===== src/rtl/energy_lut_arb_if.sv =====
// Lookup, coefficient-update and result channels of the energy coefficient LUT arbiter.
interface energy_lut_arb_if #(
   parameter int AW = 10,
   parameter int DW = 64
);
   logic          lk_valid;
   logic          lk_ready;
   logic [AW-1:0] lk_addr;
   logic [15:0]   lk_tag;
   logic          upd_valid;
   logic          upd_ready;
   logic [AW-1:0] upd_addr;
   logic [DW-1:0] upd_data;
   logic          out_valid;
   logic [DW-1:0] out_coeff;
   logic [15:0]   out_tag;

   modport master (
      output lk_valid, lk_addr, lk_tag, upd_valid, upd_addr, upd_data,
      input  lk_ready, upd_ready, out_valid, out_coeff, out_tag
   );
   modport slave (
      input  lk_valid, lk_addr, lk_tag, upd_valid, upd_addr, upd_data,
      output lk_ready, upd_ready, out_valid, out_coeff, out_tag
   );
endinterface


===== src/rtl/energy_lut_arb.sv =====
// Single-port coefficient LUT arbiter: lookups win by default, starved updates are forced
// after STARVE_MAX losing cycles; lookup results return through a fixed-latency pipeline.
module energy_lut_arb #(
   parameter int AW         = 10,
   parameter int DW         = 64,
   parameter int RD_LAT     = 2,
   parameter int STARVE_MAX = 16
) (
   input  logic          clk,
   input  logic          rst_n,
   energy_lut_arb_if.slave bus,
   output logic          bram_en_a,
   output logic          bram_we,
   output logic [AW-1:0] bram_addr,
   output logic [DW-1:0] bram_wr_data,
   input  logic [DW-1:0] bram_rd_data,
   output logic [4:0]    starve_cnt,
   output logic [15:0]   forced_cnt
);
   localparam logic [4:0] SMAX = 5'(STARVE_MAX);

   typedef enum logic {RUN, FORCE} state_t;

   state_t                 r_state, w_state_nxt;
   logic [4:0]             r_starve, w_starve_nxt;
   logic [15:0]            r_forced;
   logic                   w_lk_rdy, w_upd_rdy, w_lk_go, w_upd_go;
   logic [RD_LAT:0]        r_vld_pipe;
   logic [RD_LAT:0][15:0]  r_tag_pipe;
   logic [DW-1:0]          r_coeff;

   // Readies are gated by rst_n so nothing is granted while reset is held.
   always_comb begin
      w_state_nxt  = r_state;
      w_starve_nxt = r_starve;
      w_lk_rdy     = 1'b0;
      w_upd_rdy    = 1'b0;
      if (rst_n) begin
         case (r_state)
            RUN: begin
               w_lk_rdy  = 1'b1;
               w_upd_rdy = ~bus.lk_valid;
               if (bus.upd_valid && bus.lk_valid) begin
                  if (r_starve < SMAX) w_starve_nxt = r_starve + 5'd1;
                  if (r_starve == SMAX - 5'd1) w_state_nxt = FORCE;
               end else begin
                  w_starve_nxt = 5'd0;
               end
            end
            FORCE: begin
               w_upd_rdy    = 1'b1;
               w_state_nxt  = RUN;
               w_starve_nxt = 5'd0;
            end
            default: w_state_nxt = RUN;
         endcase
      end
   end

   assign w_lk_go  = bus.lk_valid  & w_lk_rdy;
   assign w_upd_go = bus.upd_valid & w_upd_rdy;

   assign bram_en_a    = w_lk_go | w_upd_go;
   assign bram_we      = w_upd_go;
   assign bram_addr    = w_upd_go ? bus.upd_addr : bus.lk_addr;
   assign bram_wr_data = bus.upd_data;

   always_ff @(posedge clk or negedge rst_n) begin
      if (!rst_n) begin
         r_state  <= RUN;
         r_starve <= 5'd0;
         r_forced <= 16'd0;
      end else begin
         r_state  <= w_state_nxt;
         r_starve <= w_starve_nxt;
         if (r_state == FORCE && w_upd_go && r_forced != 16'hFFFF)
            r_forced <= r_forced + 16'd1;
      end
   end

   // Stage RD_LAT-1 marks the cycle the LUT output register holds this lookup's word.
   always_ff @(posedge clk or negedge rst_n) begin
      if (!rst_n) begin
         r_vld_pipe <= '0;
         r_tag_pipe <= '0;
         r_coeff    <= '0;
      end else begin
         r_vld_pipe <= {r_vld_pipe[RD_LAT-1:0], w_lk_go};
         r_tag_pipe <= {r_tag_pipe[RD_LAT-1:0], bus.lk_tag};
         if (r_vld_pipe[RD_LAT-1]) r_coeff <= bram_rd_data;
      end
   end

   assign bus.lk_ready  = w_lk_rdy;
   assign bus.upd_ready = w_upd_rdy;
   assign bus.out_valid = r_vld_pipe[RD_LAT];
   assign bus.out_tag   = r_tag_pipe[RD_LAT];
   assign bus.out_coeff = r_coeff;
   assign starve_cnt    = r_starve;
   assign forced_cnt    = r_forced;
endmodule


===== src/flat_wrapper.sv =====
// flat-port wrapper written by rule: the top's interface ports become plain ports
module energy_lut_arb_flat 
#(
   parameter int AW         = 10,
   parameter int DW         = 64,
   parameter int RD_LAT     = 2,
   parameter int STARVE_MAX = 16
)
  (clk, rst_n, bram_en_a, bram_we, bram_addr, bram_wr_data, bram_rd_data, starve_cnt, forced_cnt, bus_lk_valid, bus_lk_addr, bus_lk_tag, bus_upd_valid, bus_upd_addr, bus_upd_data, bus_lk_ready, bus_upd_ready, bus_out_valid, bus_out_coeff, bus_out_tag);
  energy_lut_arb_if #(.AW(AW), .DW(DW)) bus_i ();
  input  logic clk;
  input  logic rst_n;
  output logic bram_en_a;
  output logic bram_we;
  output logic [AW-1:0] bram_addr;
  output logic [DW-1:0] bram_wr_data;
  input  logic [DW-1:0] bram_rd_data;
  output logic [4:0] starve_cnt;
  output logic [15:0] forced_cnt;
  input wire logic [$bits(bus_i.lk_valid)-1:0] bus_lk_valid;
  input wire logic [$bits(bus_i.lk_addr)-1:0] bus_lk_addr;
  input wire logic [$bits(bus_i.lk_tag)-1:0] bus_lk_tag;
  input wire logic [$bits(bus_i.upd_valid)-1:0] bus_upd_valid;
  input wire logic [$bits(bus_i.upd_addr)-1:0] bus_upd_addr;
  input wire logic [$bits(bus_i.upd_data)-1:0] bus_upd_data;
  output wire logic [$bits(bus_i.lk_ready)-1:0] bus_lk_ready;
  output wire logic [$bits(bus_i.upd_ready)-1:0] bus_upd_ready;
  output wire logic [$bits(bus_i.out_valid)-1:0] bus_out_valid;
  output wire logic [$bits(bus_i.out_coeff)-1:0] bus_out_coeff;
  output wire logic [$bits(bus_i.out_tag)-1:0] bus_out_tag;
  assign bus_i.lk_valid = bus_lk_valid;
  assign bus_i.lk_addr = bus_lk_addr;
  assign bus_i.lk_tag = bus_lk_tag;
  assign bus_i.upd_valid = bus_upd_valid;
  assign bus_i.upd_addr = bus_upd_addr;
  assign bus_i.upd_data = bus_upd_data;
  assign bus_lk_ready = bus_i.lk_ready;
  assign bus_upd_ready = bus_i.upd_ready;
  assign bus_out_valid = bus_i.out_valid;
  assign bus_out_coeff = bus_i.out_coeff;
  assign bus_out_tag = bus_i.out_tag;
  energy_lut_arb #(.AW(AW), .DW(DW), .RD_LAT(RD_LAT), .STARVE_MAX(STARVE_MAX)) u_core (.clk(clk), .rst_n(rst_n), .bus(bus_i), .bram_en_a(bram_en_a), .bram_we(bram_we), .bram_addr(bram_addr), .bram_wr_data(bram_wr_data), .bram_rd_data(bram_rd_data), .starve_cnt(starve_cnt), .forced_cnt(forced_cnt));
endmodule

===== config.mk =====
export PLATFORM = sky130hd
export DESIGN_NAME = energy_lut_arb_flat
export DESIGN_NICKNAME = d
export VERILOG_FILES = /design/src/rtl/energy_lut_arb_if.sv /design/src/rtl/energy_lut_arb.sv /design/src/flat_wrapper.sv
export SDC_FILE = /design/constraint.sdc
export NUM_CORES = 1
export LEC_CHECK = 0
export BUFFER_PORTS_ARGS = -buffer_cell sky130_fd_sc_hd__buf_4
export CAP_MARGIN = 25
export CORE_AREA = 2 2 134 136
export DETAILED_ROUTE_END_ITERATION = 10
export DIE_AREA = 0 0 136 138
export SYNTH_ARGS = -nofsm -noshare
export SYNTH_HDL_FRONTEND = slang
export SYNTH_SLANG_ARGS = --single-unit

===== constraint.sdc =====
create_clock -name clk -period 2.93 [get_ports clk]
set_input_delay 0.4395 -clock clk [delete_from_list [all_inputs] [get_ports clk]]
set_output_delay 0.4395 -clock clk [all_outputs]
set_load 0.05 [all_outputs]

* After elaboration in Yosys (flattened, before gate mapping)
Index checks and enable logic that the tools add are counted.
Word-level totals: output and inout bits 180, register bits after elaboration 137, logic and storage cells 34, bits of input ports 168
Operators by class: mux-type cells 11, order comparisons 1, eq/ne operators 3, bitwise operators 5, reduce and logical (&&, ||, !) cells 4, $add $sub $neg 2
Operators by type and width (count):
- $add 16x1->16 const B | 1
- $ne 16x16->1 const B | 1
- $mux 10 | 1
- $mux 5 | 2
- $pmux 5 s2 | 1
- $add 5x1->5 const B | 1
- $eq 5x4->1 const B | 1
- $lt 5x5->1 const B | 1
- $mux 1 | 5
- $pmux 1 s2 | 2
- $logic_and 1x1->1 | 3
- $ne 3x3->1 const B | 1
- $and 1x1->1 | 2
- $not 1->1 | 2
- $reduce_and 2->1 | 1
- $or 1x1->1 | 1

* Depth between registers and ports, before layout
depth in word-level cells 6, gate-level depth with buffers 6, mapped depth without buffers 5

* Least setup slack after synthesis
OpenSTA, ideal clock, no wires.
path kind reg2out, start point register u_core.r_state, end point output port bram_en_a, required time 2.491 ns, path buffers 1, slack 0.591 ns, stages on the path, launching flop included 6, arrival time 1.900 ns, cell sequence dfrtp_1 > nand2b_1 > and2_1 > nand2_1 > buf_2 > o21ai_0
On the way: longest elaborated chain between the ends 5, elaborated cells between the ends (all ways) 8, classes of those cells mux (4); bitwise (4)
RTL lines:
- start: declaration | RTL line energy_lut_arb.sv:24 | state_t r_state, w_state_nxt;
- start signal: assignment | RTL line energy_lut_arb.sv:74 | r_state <= w_state_nxt;
- $not 1->1 | RTL line energy_lut_arb.sv:39 | case (r_state)
- $pmux 1 s2 * | RTL line energy_lut_arb.sv:39
- $mux 1 * | RTL line energy_lut_arb.sv:38 | if (rst_n) begin
- via bus_upd_ready | RTL line flat_wrapper.sv:27 | output wire logic [$bits(bus_i.upd_ready)-1:0] bus_upd_ready;
- $and 1x1->1 * | RTL line energy_lut_arb.sv:61 | assign w_upd_go = bus.upd_valid & w_upd_rdy;
- $or 1x1->1 * | RTL line energy_lut_arb.sv:63 | assign bram_en_a = w_lk_go | w_upd_go;
- end: declaration | RTL line flat_wrapper.sv:13 | output logic bram_en_a;
The timed path passes the listed nets; every way through them passes the cells marked *.

* Final worst setup path
start point input port rst_n, end point output port bram_addr[5]
On the way: longest elaborated chain between the ends 3
RTL lines:
- start: declaration | RTL line flat_wrapper.sv:12 | input logic rst_n;
- $mux 1 | RTL line energy_lut_arb.sv:38
- $and 1x1->1 | RTL line energy_lut_arb.sv:61
- $mux 10 | RTL line energy_lut_arb.sv:65 | assign bram_addr = w_upd_go ? bus.upd_addr : bus.lk_addr;
- end: declaration | RTL line flat_wrapper.sv:15 | output logic [AW-1:0] bram_addr;
Every way passes these cells.

==> flow_summary.ini <==
[sta]
post-route-period-util_pct = 91.7
final_hold_viol_count = 0
final.min_clock_period_ps = 2690
fmax_ghz = 0.372
tns_ps = 0
worstMarginPinSlew_ps = 514
rsz0062_at_grt = no
slew_headroom_pct = 65.8
drv_slew = 0
setup_violations = 0
clock_skew_ps = 10.6

[critical_path]
slowest_delay_ps = 600
crit_path_start_kind = input pin
cp-end-kind = output pin
crit_type = input pin to output pin
crit_path_top_delay_cell = dlygate4sd3_1
critPathMaxFanout = 26
r2r_slack_ps = 1060
arrival_ps = 2250
required_ps = 2490
path_cells = dlygate4sd3_1 > buf_6 > and2_1 > nand2_2 > mux2_1 > buf_4

[layout]
layout.area.seq_sq_mm = 0.00343
drive_above_1_share_pct = 61.0
antennaDiodeCount = 0
final_nets = 712
areaGrowthSynthToFinish_pct = 35.8
n_fill_cell = 1645
multi_input_area_sq_mm = 0.00142

[yosys]
avgSynthCellArea_sq_um = 14.2
synthCells = 386
synth.distinct_cells = 36
netlist_area_sq_mm = 0.00549
ys_seq_elements = 137
synth_fp_nets = 557
ys_warn_count = 0
synth-seq-area-share_pct = 62.4

[placed_design]
port_buffers = 219
post-dp-hpwl_um = 8840
gp_congestion = 0.755

[pwr]
pwr-share-clk_pct = 38.5
pwr-share-comb_pct = 21.7
switching_power_mw = 1.65
p_per_area_mw_per_mm2 = 725
switching_share_pct = 30.5
intPower_mw = 3.76
vdd_drop_max_v = 0.000400
p_total_mw = 5.41
p_leak_nw = 3.56
p_seq_share_pct = 39.7

[die]
start_util_pct = 31.3
ios = 348
die-area_sq_mm = 0.0188
die_h_um = 138
num_rows = 49
core_area_sq_mm = 0.0175
dieWidth_um = 136

[grt]
grt_pass1_wl_um = 18200
grt_use_total_pct = 12.5
grt_max_degree = 82
grt_remaining_overflow = 0
grt_antenna_before_repair = 0
grt_pass1_vias = 3573

[outcome]
status = finished clean

[routing]
drc_errors = 0
wire_per_inst_um = 15.2
detail-route-antenna-nets = 0
firstDrtPassIters = 4
wl_um = 11900
vias = 3354
drt-initial-drc-count = 114
viasPerCell = 4.28

[clocking]
cts_buffers = 17
cts_tree = yes
clock_sinks = 137
root_buffer = clkbuf_16
clk_latency_ps = 410
cts.clk_slew.worst_paths_ps = 60
htreeDepth = 4
clock_path_buffers = 2

[hold_path]
worst_hold_path_type = input pin to flip-flop

[flow_run]
maxCapViolCount = 0
[flip-flops by register name (all words and copies together) (netlist names)]
register,cells
u_core.bus.out_tag,16
u_core.bus.out_coeff,64
u_core.r_vld_pipe,3
u_core.r_state,1
u_core.r_tag_pipe,32
u_core.starve_cnt,5
u_core.forced_cnt,16
[layout by cell type (no fill, tap or decap), types with 2 or more instances in the layout]
cell and instances:
inv_1 4, clkbuf_16 17, nor4b_1 2, dfrtp_1 136, clkinvlp_4 4, buf_4 221, nand3b_1 2, nor3_2 2
xnor2_1 2, mux2_1 2, nand2b_1 2, nand4_1 4, nor2_1 6, clkinv_4 2, inv_6 3, xor2_1 11
nor4_1 2, mux2_2 75, clkinv_2 2, ha_1 3, o21ai_0 8, nor3_1 5, bufinv_16 2, nand3_1 4
nand2_1 10
[cell families after synthesis]
family / Yosys count / synth area share (%)
flip-flops: 137 / 62.4
buffers and inverters: 93 / 11.9
multiplexers: 77 / 15.8
AND/OR/NAND/NOR: 50 / 5.76
AO/OA/AOI/OAI: 13 / 1.41
XOR/XNOR: 13 / 2.07
adder cells (fa/ha/maj): 3 / 0.683
[worst max-delay path, delay by kind of cell]
family                 cells  cell delay (ps)
buffers and inverters      3             1050
AND/OR/NAND/NOR            2              400
multiplexers               1              360
[layer usage]
layer | share of wire, % | track usage [%] | vias to the layer above | wire (um)
met5 | 0 | 0 | - | 0
met1 | 37 | 13.8 | 1587 | 4450
met2 | 50 | 21.1 | 185 | 5930
met3 | 11 | 5.28 | 36 | 1300
met4 | 1.8 | 5.48 | 0 | 217
li1 | - | - | 1546 | -
[cells in the mapped netlist]
cell / n / area, sq um
and4b_1: 1 / 10.0
a22o_1: 1 / 8.76
o21ai_0: 8 / 40.0
o31ai_1: 1 / 7.51
nor4_1: 2 / 12.5
nor2b_1: 1 / 6.26
buf_2: 2 / 10.0
and2_1: 1 / 6.26
nor3_1: 5 / 25.0
a21boi_0: 1 / 7.51
nor3b_1: 1 / 7.51
xnor2_1: 2 / 17.5
nor3_2: 2 / 20.0
and3_1: 1 / 6.26
or4_4: 1 / 11.3
nand3_4: 1 / 17.5
a21oi_1: 1 / 5.00
nand4_1: 4 / 25.0
nor4_4: 1 / 21.3
nor4b_1: 2 / 17.5
mux2_2: 75 / 845
nand3_1: 4 / 20.0
ha_1: 3 / 37.5
nand2b_1: 2 / 12.5
o2bb2ai_1: 1 / 8.76
nor2_1: 6 / 22.5
nand3b_1: 2 / 15.0
inv_1: 4 / 15.0
xor2_1: 11 / 96.3
dfrtp_1: 137 / 3430
buf_4: 80 / 601
nor4_2: 1 / 12.5
or3_1: 1 / 6.26
clkbuf_1: 7 / 26.3
nand2_1: 11 / 41.3
mux2_1: 2 / 22.5
[through the flow]
step | hold slack, ps | utilization [%] | setup slack [ps] | instances | instance area, sq um
2_1_floorplan | 144 | - | 591 | 386 | 5490
3_3_place_gp | 303 | 39.0 | 755 | 749 | 6830
3_5_place_dp | 309 | 39.0 | 690 | 749 | 6830
4_1_cts | 104 | 42.4 | 71.9 | 782 | 7430
5_1_grt | 109 | 42.6 | 129 | 783 | 7460
6_report | 132 | 42.6 | 244 | 783 | 7460
[power groups by stage]
stage	registers, mW	logic [mW]	clock network, mW
6_report	2.15	1.18	2.09
5_1_grt	2.17	1.23	2.26
4_1_cts	2.15	1.19	2.16
3_5_place_dp	2.19	1.18	0
3_3_place_gp	2.18	1.17	0
2_1_floorplan	2.65	0.506	0
[repair_timing]
item                                    CTS  global route
hold buffers                              1             0
endpoints found under the setup margin    0             1
gates resized for setup                   0             1
hold endpoints to repair                 18             0
setup buffers                             0             0
[area by class of cell]
| class | count | share of cell area (%) |
|---|---|---|
| multi-input combinational | 156 | 19.0 |
| timing repair buffer | 225 | 23.2 |
| inverter | 4 | 0.201 |
| sequential | 137 | 46.0 |
| clock buffer | 19 | 5.94 |
| clock inverter | 13 | 1.93 |
| tap | 229 | 3.84 |
[path summary, 6_finish.rpt]
path,startpoint,to,depth (start not counted)
min reg2reg,u_core.r_tag_pipe[29],u_core.bus.out_tag[13],0
min,bus_lk_tag[12],u_core.r_tag_pipe[12],1
min in group asynchronous,rst_n,u_core.starve_cnt[3],2
max,rst_n,bram_addr[5],6
max reg2reg,u_core.forced_cnt[0],u_core.forced_cnt[1],6
max in group asynchronous,rst_n,u_core.bus.out_coeff[58],5
(Power assumes the default switching activity.)
